[src/rtl/mem_pkg.sv]
// Shared definitions for the load path: access-size encodings, FSM state
// enum and the byte-offset width derivation.
// Optional feature macro used by clients: MEM_LOAD_SPLIT_EN.
package mem_pkg;

    localparam logic [1:0] SZ_BYTE   = 2'b00;
    localparam logic [1:0] SZ_HALF   = 2'b01;
    localparam logic [1:0] SZ_WORD   = 2'b10;
    localparam logic [1:0] SZ_DOUBLE = 2'b11;

    typedef enum logic [2:0] {
        ST_IDLE   = 3'd0,
        ST_FETCH0 = 3'd1,
        ST_WAIT0  = 3'd2,
        ST_FETCH1 = 3'd3,
        ST_WAIT1  = 3'd4,
        ST_RESP   = 3'd5
    } state_e;

    // Number of byte-offset bits within one memory word.
    function automatic int unsigned off_w(input int unsigned xlen);
        return $clog2(xlen / 8);
    endfunction

    // Doubleword accesses only exist on 64-bit data paths.
    function automatic logic size_illegal(input logic [1:0] sz, input int unsigned xlen);
        return (sz == SZ_DOUBLE) && (xlen < 64);
    endfunction

endpackage

[src/rtl/mem_load_unit_if.sv]
// Bundle of the load unit's request, memory and response signals.
//   slave  : the load unit (takes requests/read data, drives reads/responses)
//   master : requester + memory side
// Signals:
//   req_valid/req_ready/req_addr/req_size/req_unsigned : load request
//   mem_rd_en/mem_addr/mem_rdata                       : word-read port
//   resp_valid/resp_ready/resp_data/resp_err           : load response
interface mem_load_unit_if #(
    parameter int unsigned XLEN   = 32,
    parameter int unsigned ADDR_W = 32
);
    import mem_pkg::*;

    localparam int unsigned OFF_W   = off_w(XLEN);
    localparam int unsigned WADDR_W = ADDR_W - OFF_W;

    logic                req_valid;
    logic                req_ready;
    logic [ADDR_W-1:0]   req_addr;
    logic [1:0]          req_size;
    logic                req_unsigned;

    logic                mem_rd_en;
    logic [WADDR_W-1:0]  mem_addr;
    logic [XLEN-1:0]     mem_rdata;

    logic                resp_valid;
    logic                resp_ready;
    logic [XLEN-1:0]     resp_data;
    logic                resp_err;

    modport slave (
        input  req_valid, req_addr, req_size, req_unsigned, mem_rdata, resp_ready,
        output req_ready, mem_rd_en, mem_addr, resp_valid, resp_data, resp_err
    );

    modport master (
        output req_valid, req_addr, req_size, req_unsigned, mem_rdata, resp_ready,
        input  req_ready, mem_rd_en, mem_addr, resp_valid, resp_data, resp_err
    );

endinterface

[src/rtl/load_align_extend.sv]
// Combinational extract/align/extend of a load field from a two-word window.
// Ports:
//   lo_word_i, hi_word_i : word at the access address and the following word
//   offset_i             : byte offset of the access within lo_word_i
//   size_i               : access size (mem_pkg SZ_* encoding)
//   uns_i                : 1 = zero-extend, 0 = sign-extend
//   resp_data_o          : aligned, extended field (0 on illegal size)
//   size_err_o           : size not supported for this XLEN
module load_align_extend
    import mem_pkg::*;
#(
    parameter  int unsigned XLEN  = 32,
    localparam int unsigned OFF_W = off_w(XLEN)
) (
    input  logic [XLEN-1:0]  lo_word_i,
    input  logic [XLEN-1:0]  hi_word_i,
    input  logic [OFF_W-1:0] offset_i,
    input  logic [1:0]       size_i,
    input  logic             uns_i,
    output logic [XLEN-1:0]  resp_data_o,
    output logic             size_err_o
);

    logic [XLEN-1:0] low_c;
    logic [XLEN-1:0] mask_c;
    logic            sign_c;
    logic            err_c;

    // Shift the window down to the addressed byte, then mask and extend.
    always_comb begin
        low_c  = XLEN'({hi_word_i, lo_word_i} >> {offset_i, 3'b000});
        mask_c = '1;
        sign_c = low_c[XLEN-1];
        case (size_i)
            SZ_BYTE: begin mask_c = XLEN'(8'hFF);         sign_c = low_c[7];  end
            SZ_HALF: begin mask_c = XLEN'(16'hFFFF);      sign_c = low_c[15]; end
            SZ_WORD: begin mask_c = XLEN'(32'hFFFF_FFFF); sign_c = low_c[31]; end
            default: ;
        endcase
        err_c = size_illegal(size_i, XLEN);
        if (err_c) begin
            resp_data_o = '0;
        end else if (uns_i || !sign_c) begin
            resp_data_o = low_c & mask_c;
        end else begin
            resp_data_o = low_c | ~mask_c;
        end
        size_err_o = err_c;
    end

endmodule

[src/rtl/mem_load_unit.sv]
// Load path from the MEM stage to a word-organised data memory: accepts a
// byte-addressed load, issues one (or, for boundary-crossing loads, two)
// word reads, then returns the aligned and extended result.
// Ports:
//   clk, rst : clock, synchronous active-high reset
//   bus      : mem_load_unit_if.slave (request, memory read, response)
// Build option MEM_LOAD_SPLIT_EN: when defined, loads crossing a word
// boundary are served with two reads; otherwise they return resp_err.
module mem_load_unit
    import mem_pkg::*;
#(
    parameter int unsigned XLEN        = 32,
    parameter int unsigned ADDR_W      = 32,
    parameter int unsigned MEM_LATENCY = 1
) (
    input  logic            clk,
    input  logic            rst,
    mem_load_unit_if.slave  bus
);

    localparam int unsigned OFF_W   = off_w(XLEN);
    localparam int unsigned WADDR_W = ADDR_W - OFF_W;
    localparam int unsigned BYTES   = XLEN / 8;
    localparam int unsigned CNT_W   = (MEM_LATENCY > 1) ? $clog2(MEM_LATENCY) : 1;

    state_e              state_q, state_d;
    logic [CNT_W-1:0]    cnt_q, cnt_d;
    logic [OFF_W-1:0]    off_q, off_d;
    logic [1:0]          size_q, size_d;
    logic                uns_q, uns_d;
    logic [XLEN-1:0]     lo_q, lo_d;
    logic [WADDR_W-1:0]  mem_addr_q, mem_addr_d;
`ifdef MEM_LOAD_SPLIT_EN
    logic [XLEN-1:0]     hi_q, hi_d;
    logic                cross_q, cross_d;
`endif

    logic                req_ready_q, req_ready_d;
    logic                mem_rd_en_q, mem_rd_en_d;
    logic                resp_valid_q, resp_valid_d;
    logic [XLEN-1:0]     resp_data_q, resp_data_d;
    logic                resp_err_q, resp_err_d;

    logic [OFF_W-1:0]    req_off_c;
    logic                req_cross_c;
    logic                req_err_c;
    logic [OFF_W-1:0]    off_sel_c;
    logic [1:0]          size_sel_c;
    logic                uns_sel_c;
    logic [XLEN-1:0]     hi_sel_c;
    logic [XLEN-1:0]     align_data_c;
    logic                size_err_c;

    // Request decode: in IDLE the aligner looks at the live request so an
    // illegal size can be rejected without a memory read.
    always_comb begin
        req_off_c   = bus.req_addr[OFF_W-1:0];
        req_cross_c = (5'(req_off_c) + (5'd1 << bus.req_size)) > 5'(BYTES);
        off_sel_c   = (state_q == ST_IDLE) ? req_off_c        : off_q;
        size_sel_c  = (state_q == ST_IDLE) ? bus.req_size     : size_q;
        uns_sel_c   = (state_q == ST_IDLE) ? bus.req_unsigned : uns_q;
`ifdef MEM_LOAD_SPLIT_EN
        hi_sel_c    = hi_d;
        req_err_c   = size_err_c;
`else
        hi_sel_c    = '0;
        req_err_c   = size_err_c | req_cross_c;
`endif
    end

    // Aligner sees next-cycle word registers so the result lands with RESP.
    load_align_extend #(.XLEN(XLEN)) u_align (
        .lo_word_i   (lo_d),
        .hi_word_i   (hi_sel_c),
        .offset_i    (off_sel_c),
        .size_i      (size_sel_c),
        .uns_i       (uns_sel_c),
        .resp_data_o (align_data_c),
        .size_err_o  (size_err_c)
    );

    // State and datapath registers.
    always_ff @(posedge clk) begin
        if (rst) begin
            state_q      <= ST_IDLE;
            cnt_q        <= '0;
            off_q        <= '0;
            size_q       <= '0;
            uns_q        <= 1'b0;
            lo_q         <= '0;
            mem_addr_q   <= '0;
`ifdef MEM_LOAD_SPLIT_EN
            hi_q         <= '0;
            cross_q      <= 1'b0;
`endif
            req_ready_q  <= 1'b1;
            mem_rd_en_q  <= 1'b0;
            resp_valid_q <= 1'b0;
            resp_data_q  <= '0;
            resp_err_q   <= 1'b0;
        end else begin
            state_q      <= state_d;
            cnt_q        <= cnt_d;
            off_q        <= off_d;
            size_q       <= size_d;
            uns_q        <= uns_d;
            lo_q         <= lo_d;
            mem_addr_q   <= mem_addr_d;
`ifdef MEM_LOAD_SPLIT_EN
            hi_q         <= hi_d;
            cross_q      <= cross_d;
`endif
            req_ready_q  <= req_ready_d;
            mem_rd_en_q  <= mem_rd_en_d;
            resp_valid_q <= resp_valid_d;
            resp_data_q  <= resp_data_d;
            resp_err_q   <= resp_err_d;
        end
    end

    // Next-state and captured-operand logic.
    always_comb begin
        state_d    = state_q;
        cnt_d      = cnt_q;
        off_d      = off_q;
        size_d     = size_q;
        uns_d      = uns_q;
        lo_d       = lo_q;
        mem_addr_d = mem_addr_q;
`ifdef MEM_LOAD_SPLIT_EN
        hi_d       = hi_q;
        cross_d    = cross_q;
`endif
        case (state_q)
            ST_IDLE: begin
                if (bus.req_valid) begin
                    off_d      = req_off_c;
                    size_d     = bus.req_size;
                    uns_d      = bus.req_unsigned;
                    mem_addr_d = bus.req_addr[ADDR_W-1:OFF_W];
`ifdef MEM_LOAD_SPLIT_EN
                    cross_d    = req_cross_c;
`endif
                    state_d    = req_err_c ? ST_RESP : ST_FETCH0;
                end
            end
            ST_FETCH0: begin
                cnt_d   = CNT_W'(MEM_LATENCY - 1);
                state_d = ST_WAIT0;
            end
            ST_WAIT0: begin
                if (cnt_q == '0) begin
                    lo_d    = bus.mem_rdata;
                    state_d = ST_RESP;
`ifdef MEM_LOAD_SPLIT_EN
                    if (cross_q) begin
                        // Second word wraps at the top of the word space.
                        mem_addr_d = mem_addr_q + WADDR_W'(1);
                        state_d    = ST_FETCH1;
                    end
`endif
                end else begin
                    cnt_d = cnt_q - CNT_W'(1);
                end
            end
`ifdef MEM_LOAD_SPLIT_EN
            ST_FETCH1: begin
                cnt_d   = CNT_W'(MEM_LATENCY - 1);
                state_d = ST_WAIT1;
            end
            ST_WAIT1: begin
                if (cnt_q == '0) begin
                    hi_d    = bus.mem_rdata;
                    state_d = ST_RESP;
                end else begin
                    cnt_d = cnt_q - CNT_W'(1);
                end
            end
`endif
            ST_RESP: begin
                if (bus.resp_ready) begin
                    state_d = ST_IDLE;
                end
            end
            default: state_d = ST_IDLE;
        endcase
    end

    // Output register next values, decoded from the state being entered.
    always_comb begin
        req_ready_d  = (state_d == ST_IDLE);
        mem_rd_en_d  = (state_d == ST_FETCH0) || (state_d == ST_FETCH1);
        resp_valid_d = (state_d == ST_RESP);
        resp_data_d  = resp_data_q;
        resp_err_d   = resp_err_q;
        if ((state_d == ST_RESP) && (state_q != ST_RESP)) begin
            if (state_q == ST_IDLE) begin
                // Only rejected requests jump straight from IDLE to RESP.
                resp_data_d = '0;
                resp_err_d  = 1'b1;
            end else begin
                resp_data_d = align_data_c;
                resp_err_d  = 1'b0;
            end
        end
    end

    assign bus.req_ready  = req_ready_q;
    assign bus.mem_rd_en  = mem_rd_en_q;
    assign bus.mem_addr   = mem_addr_q;
    assign bus.resp_valid = resp_valid_q;
    assign bus.resp_data  = resp_data_q;
    assign bus.resp_err   = resp_err_q;

endmodule

[src/flat_wrapper.sv]
// flat-port wrapper written by rule: the top's interface ports become plain ports
module mem_load_unit_flat import mem_pkg::*;
#(
    parameter int unsigned XLEN        = 32,
    parameter int unsigned ADDR_W      = 32,
    parameter int unsigned MEM_LATENCY = 1
)
  (clk, rst, bus_req_valid, bus_req_addr, bus_req_size, bus_req_unsigned, bus_mem_rdata, bus_resp_ready, bus_req_ready, bus_mem_rd_en, bus_mem_addr, bus_resp_valid, bus_resp_data, bus_resp_err);
  mem_load_unit_if #(.XLEN(XLEN), .ADDR_W(ADDR_W)) bus_i ();
  input  logic clk;
  input  logic rst;
  input wire logic [$bits(bus_i.req_valid)-1:0] bus_req_valid;
  input wire logic [$bits(bus_i.req_addr)-1:0] bus_req_addr;
  input wire logic [$bits(bus_i.req_size)-1:0] bus_req_size;
  input wire logic [$bits(bus_i.req_unsigned)-1:0] bus_req_unsigned;
  input wire logic [$bits(bus_i.mem_rdata)-1:0] bus_mem_rdata;
  input wire logic [$bits(bus_i.resp_ready)-1:0] bus_resp_ready;
  output wire logic [$bits(bus_i.req_ready)-1:0] bus_req_ready;
  output wire logic [$bits(bus_i.mem_rd_en)-1:0] bus_mem_rd_en;
  output wire logic [$bits(bus_i.mem_addr)-1:0] bus_mem_addr;
  output wire logic [$bits(bus_i.resp_valid)-1:0] bus_resp_valid;
  output wire logic [$bits(bus_i.resp_data)-1:0] bus_resp_data;
  output wire logic [$bits(bus_i.resp_err)-1:0] bus_resp_err;
  assign bus_i.req_valid = bus_req_valid;
  assign bus_i.req_addr = bus_req_addr;
  assign bus_i.req_size = bus_req_size;
  assign bus_i.req_unsigned = bus_req_unsigned;
  assign bus_i.mem_rdata = bus_mem_rdata;
  assign bus_i.resp_ready = bus_resp_ready;
  assign bus_req_ready = bus_i.req_ready;
  assign bus_mem_rd_en = bus_i.mem_rd_en;
  assign bus_mem_addr = bus_i.mem_addr;
  assign bus_resp_valid = bus_i.resp_valid;
  assign bus_resp_data = bus_i.resp_data;
  assign bus_resp_err = bus_i.resp_err;
  mem_load_unit #(.XLEN(XLEN), .ADDR_W(ADDR_W), .MEM_LATENCY(MEM_LATENCY)) u_core (.clk(clk), .rst(rst), .bus(bus_i));
endmodule
[config.mk]
export PLATFORM = sky130hd
export DESIGN_NAME = mem_load_unit_flat
export DESIGN_NICKNAME = d
export VERILOG_FILES = /design/src/rtl/mem_pkg.sv /design/src/rtl/mem_load_unit_if.sv /design/src/rtl/load_align_extend.sv /design/src/rtl/mem_load_unit.sv /design/src/flat_wrapper.sv
export SDC_FILE = /design/constraint.sdc
export NUM_CORES = 1
export LEC_CHECK = 0
export ABC_AREA = 1
export BUFFER_PORTS_ARGS = -buffer_cell sky130_fd_sc_hd__buf_4
export CAP_MARGIN = 5
export CORE_MARGIN = 2
export CORE_UTILIZATION = 55
export CTS_CLUSTER_SIZE = 28
export DETAILED_ROUTE_END_ITERATION = 10
export GPL_ROUTABILITY_DRIVEN = 0
export PLACE_DENSITY = 0.94
export SYNTH_ARGS = -nofsm -noshare
export SYNTH_HDL_FRONTEND = slang
export SYNTH_SLANG_ARGS = --single-unit
[constraint.sdc]
create_clock -name clk -period 6 [get_ports clk]
set_clock_uncertainty 0.05 [all_clocks]
set_input_delay 1.8 -clock clk [delete_from_list [all_inputs] [get_ports clk]]
set_output_delay 1.8 -clock clk [all_outputs]
set_load 0.05 [all_outputs]
==> flow_results.org, run 1 <==
** Detailed routing
- TritonRoute pass-1 iters :: 6
- Across all layers, the routed design uses 4865 vias.
- In the routed layout, each cell is associated on average with a via count of about 5.4.
- Violation count after the first detailed-routing iteration :: 508
- After detailed routing, the total wire length is between 10000 and 15000 µm.
- Final antenna-violating net count :: 0
- DR DRC count :: 0
- Routed wire length per instance :: 13.90 µm

** Critical path
- The critical path starts at bus_req_size[0].
- Crit path max-delay cell type :: nand3_2
- For this run, the slowest stage of the critical path takes 0.48 ns.
- Series of cell instances along the critical path :: buf_4, nor2_1, ha_1, inv_1, fa_1, xnor2_1, o21ai_0, nand2_1, inv_1, nand3_2, nand3_2, a21oi_1, nor2_1
- WP data required :: 6.18 ns
- STA classifies the critical path endpoint as a flip-flop.
- Type of the worst setup path :: in -> reg
- The startpoint identified for the worst register-to-register timing path is u_core.state_q[1].
- Crit Path Max Fanout :: 33
- Data arrives at the worst endpoint at roughly 4 ns.
- Critical path launch point type :: input pin

** Logic synthesis
- After synthesis, the largest area contributor takes up 43.21% of total cell area.
- Warning count from the yosys run :: 0
- Gate count after technology mapping :: slightly below 700
- In the post-synthesis netlist, the biggest area contributors are dfxtp_1, nand2_1, a21oi_1.
- The most used flip-flop cell after synthesis is dfxtp_1.
- Post-synthesis register bit count :: 106
- The number of nets handed over by synthesis was 758.
- The cell area that synthesis handed to floorplanning was around 4900 µm².
- Fraction of registers with async set/reset :: 0%
- Area leader, netlist :: dfxtp_1
- Distinct cell type count of the synthesized netlist :: 33
- A synthesized cell averages approximately 7.2 µm².
- After synthesis, flip-flops and latches occupy 43.21% of the total area.
- Number of enable flip-flop cells after synthesis :: 0

** Power
- Of the total power, combinational logic draws around a third.
- Across the VDD grid, the largest voltage drop is 0.2019 mV.
- Sum of internal, switching and leakage power :: ~1.8 mW
- Sequential power share :: 44.5%
- For this design the static power due to leakage is 2.725 nW.
- In this run, the clock network consumes between 20 and 25% of the power.
- Of the total power, the share spent switching nets is 38.17%.
- Cell internal power was estimated by the tool at 1.088 mW.
- Power spread over the standard cell area amounts to 293.9 nW/µm².
- The analysis attributes to net switching a power of 0.6718 mW.

** Flow run
- Across the run, the number of max-cap violations was 0.

** Final layout
- Leaving out fill and tap cells, the most frequent cell in the layout is nand2_1.
- The final layout contains 862 nets.
- Antenna diode count :: 0
- After routing the design area is 5988 µm².
- The top cell types in the final layout, fill and taps aside, are nand2_1, buf_4, dfxtp_1.
- Area Overhead vs Synth :: 21.94%
- The post-route netlist has 21.82% of its cells at a drive strength greater than 1.

** Outcome
- Status :: finished clean

** Floorplanning
- Total core area :: 8678 µm²
- Effective utilization at floorplan :: a little under three fifths
- approximately 140 I/O pins were placed.
- The floorplan step set the die width to 98.50 µm.
- Total die area :: just under 10000 µm²
- The floorplan step set the die height to 98.50 µm.
- In this run the core area contains 34 standard-cell rows.

** Global routing
- Total GRT Usage :: approximately a quarter
- The number of antenna violations at the first check in global routing came to 0.
- Sum of overflow across all layers after global routing :: 0
- Pin count of the biggest net entering global routing :: 71
- The first global-routing pass estimated 20420 µm of wire.
- Vias in the first global route :: 4627

** Placed design
- The placed instances occupy a cell area of 5807 µm².
- In this run the tool buffered the top-level ports with 136 buffer cells.
- Placement-stage worst setup slack :: 1.830 ns
- Detailed placer's ending HPWL :: 9088 µm

** Clocking
- CTS clock-pin slew for the worst setup and hold paths :: 0.10 ns
- Clock tree sinks :: 106
- Counting along the longest clock path gives a buffer depth of 2.
- Worst skew pair latency :: 0.37 ns
- CTS tree :: yes
- The number of clock buffers added by TritonCTS is 9.
- The H-tree was split into 3 levels.
- CTS placed an instance of clkbuf_8 at the clock tree root.
- Cts-stage hold buffer count :: 0
- The number of gates resized after CTS was 0.
- Once the clock tree was built, the setup fixing pass inserted 0 buffers.

** STA
- For the pin with the worst max-slew slack, the measured transition is 0.8572 ns.
- Final-layout setup total negative slack :: 0 ns
- Setup violations remaining at the end of the flow were counted as 0.
- Final critical-path required period :: about 3.8 ns
- Setup repair after global routing left no endpoint under its margin.
- Worst hold slack :: 0.4005 ns
- Max-slew violations :: 0
- Final hold viol count :: 0
- Smallest setup slack after layout :: 2.195 ns
- Final cycle utilization of the critical path :: 63.42%
- Headroom to the max-slew limit came out at around 43%.
- Max Freq :: 262.8 MHz

** Hold path
- Worst hold path class :: reg -> reg
- The worst hold path begins at u_core.bus.mem_addr[2].
==> final cells by class <==
cell class	count	area [µm²]
fillers	746	2690
multi-input cells	451	2207
flip-flops and latches	106	2122
repair buffers	137	1028
inverters	83	314.1
clock buffers	11	141.4
well taps	108	135.1
clock inverters	5	40.04
==> Yosys cell counts, types with 2 or more instances <==
cell        n
nand2_4     2
inv_1      80
nor2_1     38
o21ai_0    42
o21a_1     14
nand3_2     5
clkbuf_1   17
buf_2      11
inv_2       2
o211ai_1    2
o21ai_1    16
ha_1        2
a21oi_1    92
nand3_1    67
nand2_1   152
buf_6      12
buf_1       3
nand2_2     3
dfxtp_1   106
nand3b_1    3
a21oi_2     3
==> worst paths after layout <==
| check | cells past startpoint | slack (ns) | endpoint |
|---|---|---|---|
| setup / recovery | 13 | 2.19 | u_core.bus.resp_data[6] |
| hold / removal | 2 | 0.40 | u_core.bus.mem_addr[2] |
| setup reg to reg | 10 | 3.01 | u_core.bus.resp_data[12] |
| hold reg to reg | 2 | 0.40 | u_core.bus.mem_addr[2] |
==> flip-flops by register name, indices dropped and copies added (netlist names) <==
register               count
u_core.state_q             3
u_core.bus.mem_addr       30
u_core.size_q              2
u_core.bus.mem_rd_en       1
u_core.bus.resp_err        1
u_core.off_q               2
u_core.uns_q               1
u_core.bus.resp_valid      1
u_core.bus.req_ready       1
u_core.bus.resp_data      32
u_core.lo_q               32
==> logic make-up (layout without fill, tap and decap cells) <==
kind of cell | count (synthesis) | count (layout) | share of synthesized area, %
AO/OA/AOI/OAI | 172 | 172 | 18.78
XOR/XNOR | 1 | 1 | 0.1784
AND/OR/NAND/NOR | 275 | 275 | 24.97
buffers and inverters | 127 | 236 | 11.95
adder cells (fa/ha/maj) | 3 | 3 | 0.9171
flip-flops | 106 | 106 | 43.21
==> power groups by stage <==
| stage | Combinational (mW) | Sequential, mW | Clock (mW) |
|---|---|---|---|
| 2_1_floorplan | 0.331 | 0.904 | 0 |
| 3_3_place_gp | 0.545 | 0.795 | 0 |
| 6_report | 0.570 | 0.783 | 0.407 |
| 5_1_grt | 0.623 | 0.788 | 0.441 |
| 4_1_cts | 0.564 | 0.783 | 0.413 |
| 3_5_place_dp | 0.561 | 0.798 | 0 |
==> stage by stage <==
step / utilization [%] / std cells
global route: 69.00 / 901
floorplan: - / 684
global placement: 66.91 / 885
detailed placement: 66.91 / 885
CTS: 69.00 / 901
finish: 69.00 / 901
==> worst max-delay path, delay by kind of cell <==
family          cells  cell delay [ns]
simple gates        5             0.83
fa+ha+maj           2             0.57
compound gates      2             0.40
buf+inv             3             0.23
xor+xnor            1             0.13
==> layer usage <==
metal	part of all wire [%]	routed length [µm]	track usage (%)	up-vias
met1	38	4706	29.18	2190
met2	51	6333	46.94	228
met4	3.2	405	11.59	0
met3	8.6	1078	5.532	41
met5	0	0	0	-
li1	-	-	-	2406
No activity file was read; power rests on OpenSTA's default activity.
==> run 2, diff against run 1 <==
--- a/config.mk
+++ b/config.mk
@@ -9,11 +9,11 @@
 export BUFFER_PORTS_ARGS = -buffer_cell sky130_fd_sc_hd__buf_4
 export CAP_MARGIN = 5
 export CORE_MARGIN = 2
-export CORE_UTILIZATION = 55
+export CORE_UTILIZATION = 47
 export CTS_CLUSTER_SIZE = 28
 export DETAILED_ROUTE_END_ITERATION = 10
 export GPL_ROUTABILITY_DRIVEN = 0
-export PLACE_DENSITY = 0.94
+export PLACE_DENSITY = 0.87
 export SYNTH_ARGS = -nofsm -noshare
 export SYNTH_HDL_FRONTEND = slang
 export SYNTH_SLANG_ARGS = --single-unit
==> constraint.sdc (replaced) <==
create_clock -name clk -period 3.4 [get_ports clk]
set_clock_uncertainty 0.05 [all_clocks]
set_input_delay 1.02 -clock clk [delete_from_list [all_inputs] [get_ports clk]]
set_output_delay 1.02 -clock clk [all_outputs]
set_load 0.05 [all_outputs]
==> run 2 against run 1 <==
Net effect:
- core utilization decreased by 9.2 points
- flip-flop and latch count did not move
- first-iteration DRC count decreased by 40%
- cell count rose by 4.2%
- critical path type unchanged
- largest cell class unchanged
==> flow_results.org, run 2 (synthesis results as in run 1) <==
** Outcome
- The run finished with clean final reports.

** Critical path
- In this run the critical register-to-register path is captured at u_core.bus.resp_data[21].
- The setup path with the least slack is of type in -> reg.
- Series of cell instances along the critical path :: buf_4, nor2_1, ha_1, inv_1, fa_1, inv_1, o21ai_0, nand2_1, inv_1, nand3_2, nand3_2, buf_12, nand2_1, a21oi_1
- The slack of the worst reg-to-reg path came to 0.90 ns (-2.11 ns).
- The required time at the worst-slack endpoint was 3.65 ns (-2.53 ns).
- The data arrival time of the critical path came to 2.84 ns (-1.15 ns).
- In this design, the critical path's most frequently occurring cell is inv_1.
- Crit Path Max Fanout :: 33 (unchanged)
- The startpoint identified for the worst register-to-register timing path is u_core.state_q[0].
- The peak per-stage delay on the critical path is 0.48 ns (about the same).
- The number of cells traversed by the worst register-to-register path is 9 (-1).
- Crit path max-delay cell type :: fa_1
- Setup crit end kind :: flip-flop
- Critical path launch point type :: input pin

** Final layout
- Util after Layout :: 59.77% (-9.2 points)
- Compared with the post-synthesis result, the final layout area differs by 24.51%.
- The final antenna diode count came to 0 (unchanged).
- The number of nets at the end of the flow was 872 (+1.2%).
- The library cell used most frequently in the layout, excluding fill and tap cells, is nand2_1.
- Most frequent cells in the layout :: nand2_1, buf_4, dfxtp_1
- The share of post-route cells with drive strength above 1 was 22.79% (+0.97 points).
- The number of fill cells is 929 (+25%).
- Count of placed standard cells in the final layout, fillers left out :: 939 (+4.2%)

** Detailed routing
- The number of search-and-repair iterations in the first detailed-routing pass was 7 (+1).
- The average wire per standard cell came to 12.96 µm (-6.8%).
- The count of vias placed by the detailed router is 4727 (-2.8%).
- The final routed wirelength across all metal layers came to 12170 µm (-2.9%).
- Final antenna-violating net count :: 0 (unchanged)
- The ratio of routed vias to standard cells came to 5.034 (-6.8%).
- The number of violations reported at the end of detailed-routing iteration 0 was 303 (-40%).
- The remaining routing DRC violations is 0 (unchanged).

** Floorplanning
- The overall die height is 106.2 µm (+7.8%).
- Total die area :: 11280 µm² (+16%)
- The cell row count came to 37 (+8.8%).
- Ports :: 137 (unchanged)
- The area of the core region was 10230 µm² (+18%).
- The width of the chip was 106.2 µm (+7.8%).
- Effective utilization at floorplan :: 48.00% (-8.6 points)

** Power
- Static Leakage :: 2.792 nW (+2.5%)
- The total power is 3.158 mW (+79%).
- The largest voltage drop on the vdd net is 0.3294 mV (+63%).
- Pwr per Cell Area :: 516.4 nW/µm² (+76%)

** Global routing
- Total GRT Usage :: 22.04% (-3.9 points)
- The number of global-route vias before repair came to 4412 (-4.6%).
- Wire length of the first global-routing pass :: 20200 µm (-1.1%)
- The pin count of the biggest net entering global routing is 70 (-1.4%).
- The number of antenna violations at the first check in global routing is 0 (unchanged).
- Sum of overflow across all layers after global routing :: 0 (unchanged)

** Clocking
- TritonCTS built the clock tree.
- Post-CTS Resized :: 0 (unchanged)
- The number of hold buffers added after cts came to 0 (unchanged).
- Total CTS buffers :: 9 (unchanged)
- The root buffer cell chosen for the clock tree is clkbuf_8.
- H-tree depth reported by CTS :: 3 (unchanged)
- The clock sink count is 106 (unchanged).
- The clock network latency to the later pin of the worst-skew pair came to 0.37 ns (about the same).
- The post-CTS repair timing setup buffer count is 0 (unchanged).
- CTS clock-pin slew for the worst setup and hold paths :: 0.10 ns (about the same)
- The buffer levels on the longest clock path came to 2 (unchanged).

** STA
- The final-layout worst hold slack is 0.3999 ns (-0.0005470 ns).
- Rel. slew slack :: 39.92% (-2.9 points)
- The count of final setup violators is 0 (unchanged).
- The final-report max-slew violation count is 0 (unchanged).
- After layout, the worst path uses approximately 76% of the clock period.
- The final hold violation count was 0 (unchanged).
- Setup repair after global routing left no endpoint under its margin.
- For the finished layout, the period the worst path requires is roughly 2.6 ns.
- Max Freq :: 385.0 MHz
- Final-layout setup total negative slack :: 0 ns (unchanged)
- The measured slew at the worst slew-check pin was 0.9002 ns (+0.04300 ns).

** Flow run
- The max-cap violation count was 0 (unchanged).

** Placed design
- Number of buffer cells added on primary ports :: 136 (unchanged)
- The cell count after placement came to 923 (+4.3%).
- The detailed placer's ending HPWL is 8792 µm (-3.3%).

** Hold path
- For hold timing, the worst endpoint is u_core.bus.mem_addr[9].
- The hold-critical path depth is 2 (unchanged).
- In this run the most critical hold path is launched from u_core.bus.mem_addr[9].
- The min-delay analysis places its worst path in the category reg -> reg.
run 2: cell count changes in the layout (fill, tap and decap cells not counted):
cell,delta
buf_12,+1
buf_4,+9
clkbuf_8,-1
clkinvlp_4,-3
inv_6,+2
inv_8,+2
run 2: worst max-delay path: cells and delay by family:
| family | cells | cell delay, ns |
|---|---|---|
| simple gates | 5 | 0.41 |
| compound gates | 2 | 0.29 |
| fa+ha+maj | 2 | 0.64 |
| buf+inv | 5 | 0.48 |
run 2: worst max path at each step:
stage / startpoint / end / depth (start not counted) / slack, ns
floorplan: bus_req_size[0] / u_core.bus.resp_data[31] / 13 / 0.66
global placement: bus_req_size[1] / u_core.bus.resp_data[23] / 14 / 0.49
detailed placement: bus_req_size[1] / u_core.bus.resp_data[21] / 14 / 0.42
CTS: bus_req_size[1] / u_core.bus.resp_data[28] / 14 / 0.81
global route: bus_req_size[1] / u_core.bus.resp_data[0] / 14 / 0.59
finish: bus_req_size[1] / u_core.bus.resp_data[28] / 14 / 0.80
run 2: layout make-up:
cell class                 count  area, µm²  area share, %
clock buffer                  10      127.6          2.087
clock inverter                 6      57.56         0.9413
inverter                      83      314.1          5.136
multi-input combinational    451       2207          36.10
sequential                   106       2122          34.70
tap                          136      170.2          2.783
timing repair buffer         147       1116          18.25
run 2: per-layer routing:
layer / share of wire [%] / vias up / GRT usage, %
met5: 0 / - / 0
met4: 2.5 / 0 / 7.989
met3: 8.0 / 24 / 5.212
met2: 47 / 173 / 37.59
met1: 42 / 2094 / 27.05
li1: - / 2436 / -
run 2: report_power, final:
part           switching [mW]  internal (mW)
sequential             0.0452           1.33
combinational           0.709          0.331
clock                   0.457          0.285
total                    1.21           1.95
run 2: stage by stage:
stage               instance area (µm²)  worst slack, ns
CTS                                6115           0.8099
global placement                   5929           0.4903
floorplan                          4911           0.6641
detailed placement                 5929           0.4220
global route                       6115           0.5885
finish                             6115           0.8023
==> run 3, diff against run 2 <==
--- a/config.mk
+++ b/config.mk
@@ -9,11 +9,11 @@
 export BUFFER_PORTS_ARGS = -buffer_cell sky130_fd_sc_hd__buf_4
 export CAP_MARGIN = 5
 export CORE_MARGIN = 2
-export CORE_UTILIZATION = 47
+export CORE_UTILIZATION = 52
 export CTS_CLUSTER_SIZE = 28
 export DETAILED_ROUTE_END_ITERATION = 10
 export GPL_ROUTABILITY_DRIVEN = 0
-export PLACE_DENSITY = 0.87
+export PLACE_DENSITY = 0.91
 export SYNTH_ARGS = -nofsm -noshare
 export SYNTH_HDL_FRONTEND = slang
 export SYNTH_SLANG_ARGS = --single-unit
==> constraint.sdc (replaced) <==
create_clock -name clk -period 2.45 [get_ports clk]
set_clock_uncertainty 0.05 [all_clocks]
set_input_delay 0.735 -clock clk [delete_from_list [all_inputs] [get_ports clk]]
set_output_delay 0.735 -clock clk [all_outputs]
set_load 0.05 [all_outputs]
==> run 3 against run 2 <==
Net effect:
- flip-flop and latch count unchanged
- core utilization up 8.1 points
- critical path type unchanged
- global-route usage up 3.1 points
- non-clock buffer count is 16 higher
==> flow_results.org, run 3 (synthesis results as in run 1) <==
** Global routing
- Antenna violations before repair :: 0 (unchanged)
- The pin count of the biggest net entering global routing is 38 (-46%).
- Vias in the first global route :: 4551 (+3.2%)
- The first-pass GRT wire length is 20510 µm (+1.5%).
- The sum of overflow across all layers after global routing came to 0 (unchanged).
- Total GRT Usage :: 25.11% (+3.1 points)

** Critical path
- In this run the critical register-to-register path is launched from u_core.state_q[1].
- Crit Path Max Fanout :: 16 (-52%)
- Setup crit end kind :: flip-flop
- The required time at the worst-slack endpoint is 2.72 ns (-0.93 ns).
- The data arrival time of the critical path came to 2.53 ns (-0.31 ns).
- On the critical path, the stage with the largest delay is an instance of fa_1.
- Dominant cell type by count on the critical path :: inv_1
- Delay of the slowest critical-path stage :: 0.48 ns (about the same)
- The critical path is of the in -> reg type.
- The worst setup path is launched from an input pin.
- The critical path starts at bus_req_size[0].
- The critical path goes through buf_4, nor2_1, ha_1, inv_1, fa_1, inv_1, o21ai_1, nand2_1, inv_1, nand3_2, nand3_4, clkbuf_16, nand2_1, a21oi_1.

** Hold path
- Hold Path Origin :: u_core.bus.mem_addr[20]
- Worst hold path class :: reg -> reg

** Placed design
- The detailed placer's ending HPWL was 9305 µm (+5.8%).
- Number of buffer cells added on primary ports :: 136 (unchanged)
- Placement-stage worst setup slack :: -0.2391 ns (-0.6612 ns)

** Clocking
- The buffer levels on the longest clock path is 2 (unchanged).
- H-tree depth reported by CTS :: 3 (unchanged)
- Cts-stage hold buffer count :: 0 (unchanged)
- The number of buffers created by CTS was 9 (unchanged).
- The clock sink count was 106 (unchanged).
- TritonCTS built the clock tree.
- The clock network latency to the later pin of the worst-skew pair came to 0.38 ns (about the same).
- CTS clock-pin slew for the worst setup and hold paths :: 0.10 ns (about the same)
- Cell at the root of the clock tree :: clkbuf_8

** Final layout
- Most common library cell in the layout ignoring fill and taps :: buf_4
- The final antenna diode count is 0 (unchanged).
- Area of combinational cells with multiple inputs :: 2215 µm² (+0.34%)
- Share of layout cells above drive strength 1 :: 24.30% (+1.5 points)
- Number of nets in the layout :: 888 (+1.8%)
- Filler Cell Count :: 747 (-20%)
- Most frequent cells in the layout :: buf_4, nand2_1, dfxtp_1
- The area taken by flip-flops and latches was 2122 µm² (unchanged).
- Area Overhead vs Synth :: 27.08%

** Detailed routing
- The number of search-and-repair iterations in the first detailed-routing pass came to 6 (-1).
- The final routed wirelength across all metal layers is 12690 µm (+4.3%).
- Number of vias per cell :: 5.227 (+3.8%)
- The number of violations reported at the end of detailed-routing iteration 0 was 381 (+26%).
- DR DRC count :: 0 (unchanged)
- The average wire per standard cell came to 13.65 µm (+5.3%).
- Total vias in the final route :: 4861 (+2.8%)
- Final antenna-violating net count :: 0 (unchanged)

** STA
- Final-layout setup total negative slack :: 0 ns (unchanged)
- Worst hold slack :: 0.3997 ns (-0.0002460 ns)
- Final hold viol count :: 0 (unchanged)
- Max Freq :: 441.6 MHz
- Final cycle utilization of the critical path :: between 90% and 100%
- The worst path needs around 2.3 ns of the cycle, external delays included.
- The count of final setup violators was 0 (unchanged).
- The worst path setup slack after routing was 0.1852 ns (-0.6170 ns).
- Actual slew at the worst max-slew pin :: 0.4892 ns (-0.4109 ns)
- The final-report max-slew violation count is 0 (unchanged).
- Setup repair after global routing left no endpoint under its margin.
- The max-slew headroom at the worst pin came to 67.34% (+27 points).

** Floorplanning
- The initial cell density of the core came to 53.40% (+5.4 points).
- Die Span Y :: 101.2 µm (-4.7%)
- Total die area :: 10240 µm² (-9.3%)
- Placement Rows :: 35 (-5.4%)
- The width of the chip was 101.2 µm (-4.7%).
- The I/O pin total came to 137 (unchanged).
- Total core area :: 9196 µm² (-10%)

** Outcome
- The run finished with clean final reports.

** Power
- The reported leakage power came to 2.882 nW (+3.2%).
- The largest voltage drop on the vdd net came to 0.4568 mV (+39%).
- The total power divided by cell area came to 718.4 nW/µm² (+39%).

** Flow run
- Max_cap viols :: 0 (unchanged)
[run 3: changes by cell type in the layout (fill, tap and decap cells not counted)]
cell,change
o21ai_1,+1
nand3_2,-1
buf_12,+1
clkbuf_16,+1
nand3_4,+1
buf_4,+14
o21ai_0,-1
[run 3: power by group]
part           switching [mW]  leakage, nW  total, mW  internal (mW)
combinational            1.02         1.92       1.53          0.512
sequential             0.0647        0.865       1.91           1.85
clock                   0.647       0.0953       1.04          0.396
total                    1.73         2.88       4.48           2.76
[run 3: layout make-up]
cell class	instances	area share [%]
inverter	83	5.032
sequential	106	34.00
multi-input combinational	451	35.49
timing repair buffer	163	20.29
clock buffer	10	2.045
tap	111	2.225
clock inverter	6	0.9222
[run 3: final timing paths]
check             slack [ns]  cells after the start                  endpoint
setup reg to reg        0.25                      9  u_core.bus.resp_data[17]
hold / removal          0.40                      2   u_core.bus.mem_addr[20]
setup / recovery        0.19                     14  u_core.bus.resp_data[24]
hold reg to reg         0.40                      2   u_core.bus.mem_addr[20]
[run 3: per-layer routing]
layer | wire length (µm) | track usage (%) | up-vias
met5 | 0 | 0 | -
met4 | 356 | 11.02 | 0
met3 | 901 | 5.038 | 36
met2 | 6182 | 42.28 | 201
met1 | 5253 | 31.25 | 2159
li1 | - | - | 2465
[run 3: critical path, delay by kind of cell]
family	cells	cell delay, ns
AO/OA/AOI/OAI	2	0.25
adder cells (fa/ha/maj)	2	0.65
buffers and inverters	5	0.46
AND/OR/NAND/NOR	5	0.42
[run 3: through the flow]
| stage | utilization [%] | instance area [µm²] | cells | power (mW) |
|---|---|---|---|---|
| 5_1_grt | 67.86 | 6241 | 930 | 4.723 |
| 3_3_place_gp | 65.50 | 6023 | 913 | 3.395 |
| 6_report | 67.86 | 6241 | 930 | 4.483 |
| 2_1_floorplan | - | 4911 | 684 | 3.024 |
| 4_1_cts | 67.51 | 6208 | 929 | 4.461 |
| 3_5_place_dp | 65.50 | 6023 | 913 | 3.430 |
[run 3: repair_timing]
item                                    in CTS  in global routing
setup buffers                                0                  0
endpoints found under the setup margin       0                 17
endpoints found under the hold margin        0                  0
gates resized for setup                      0                  2
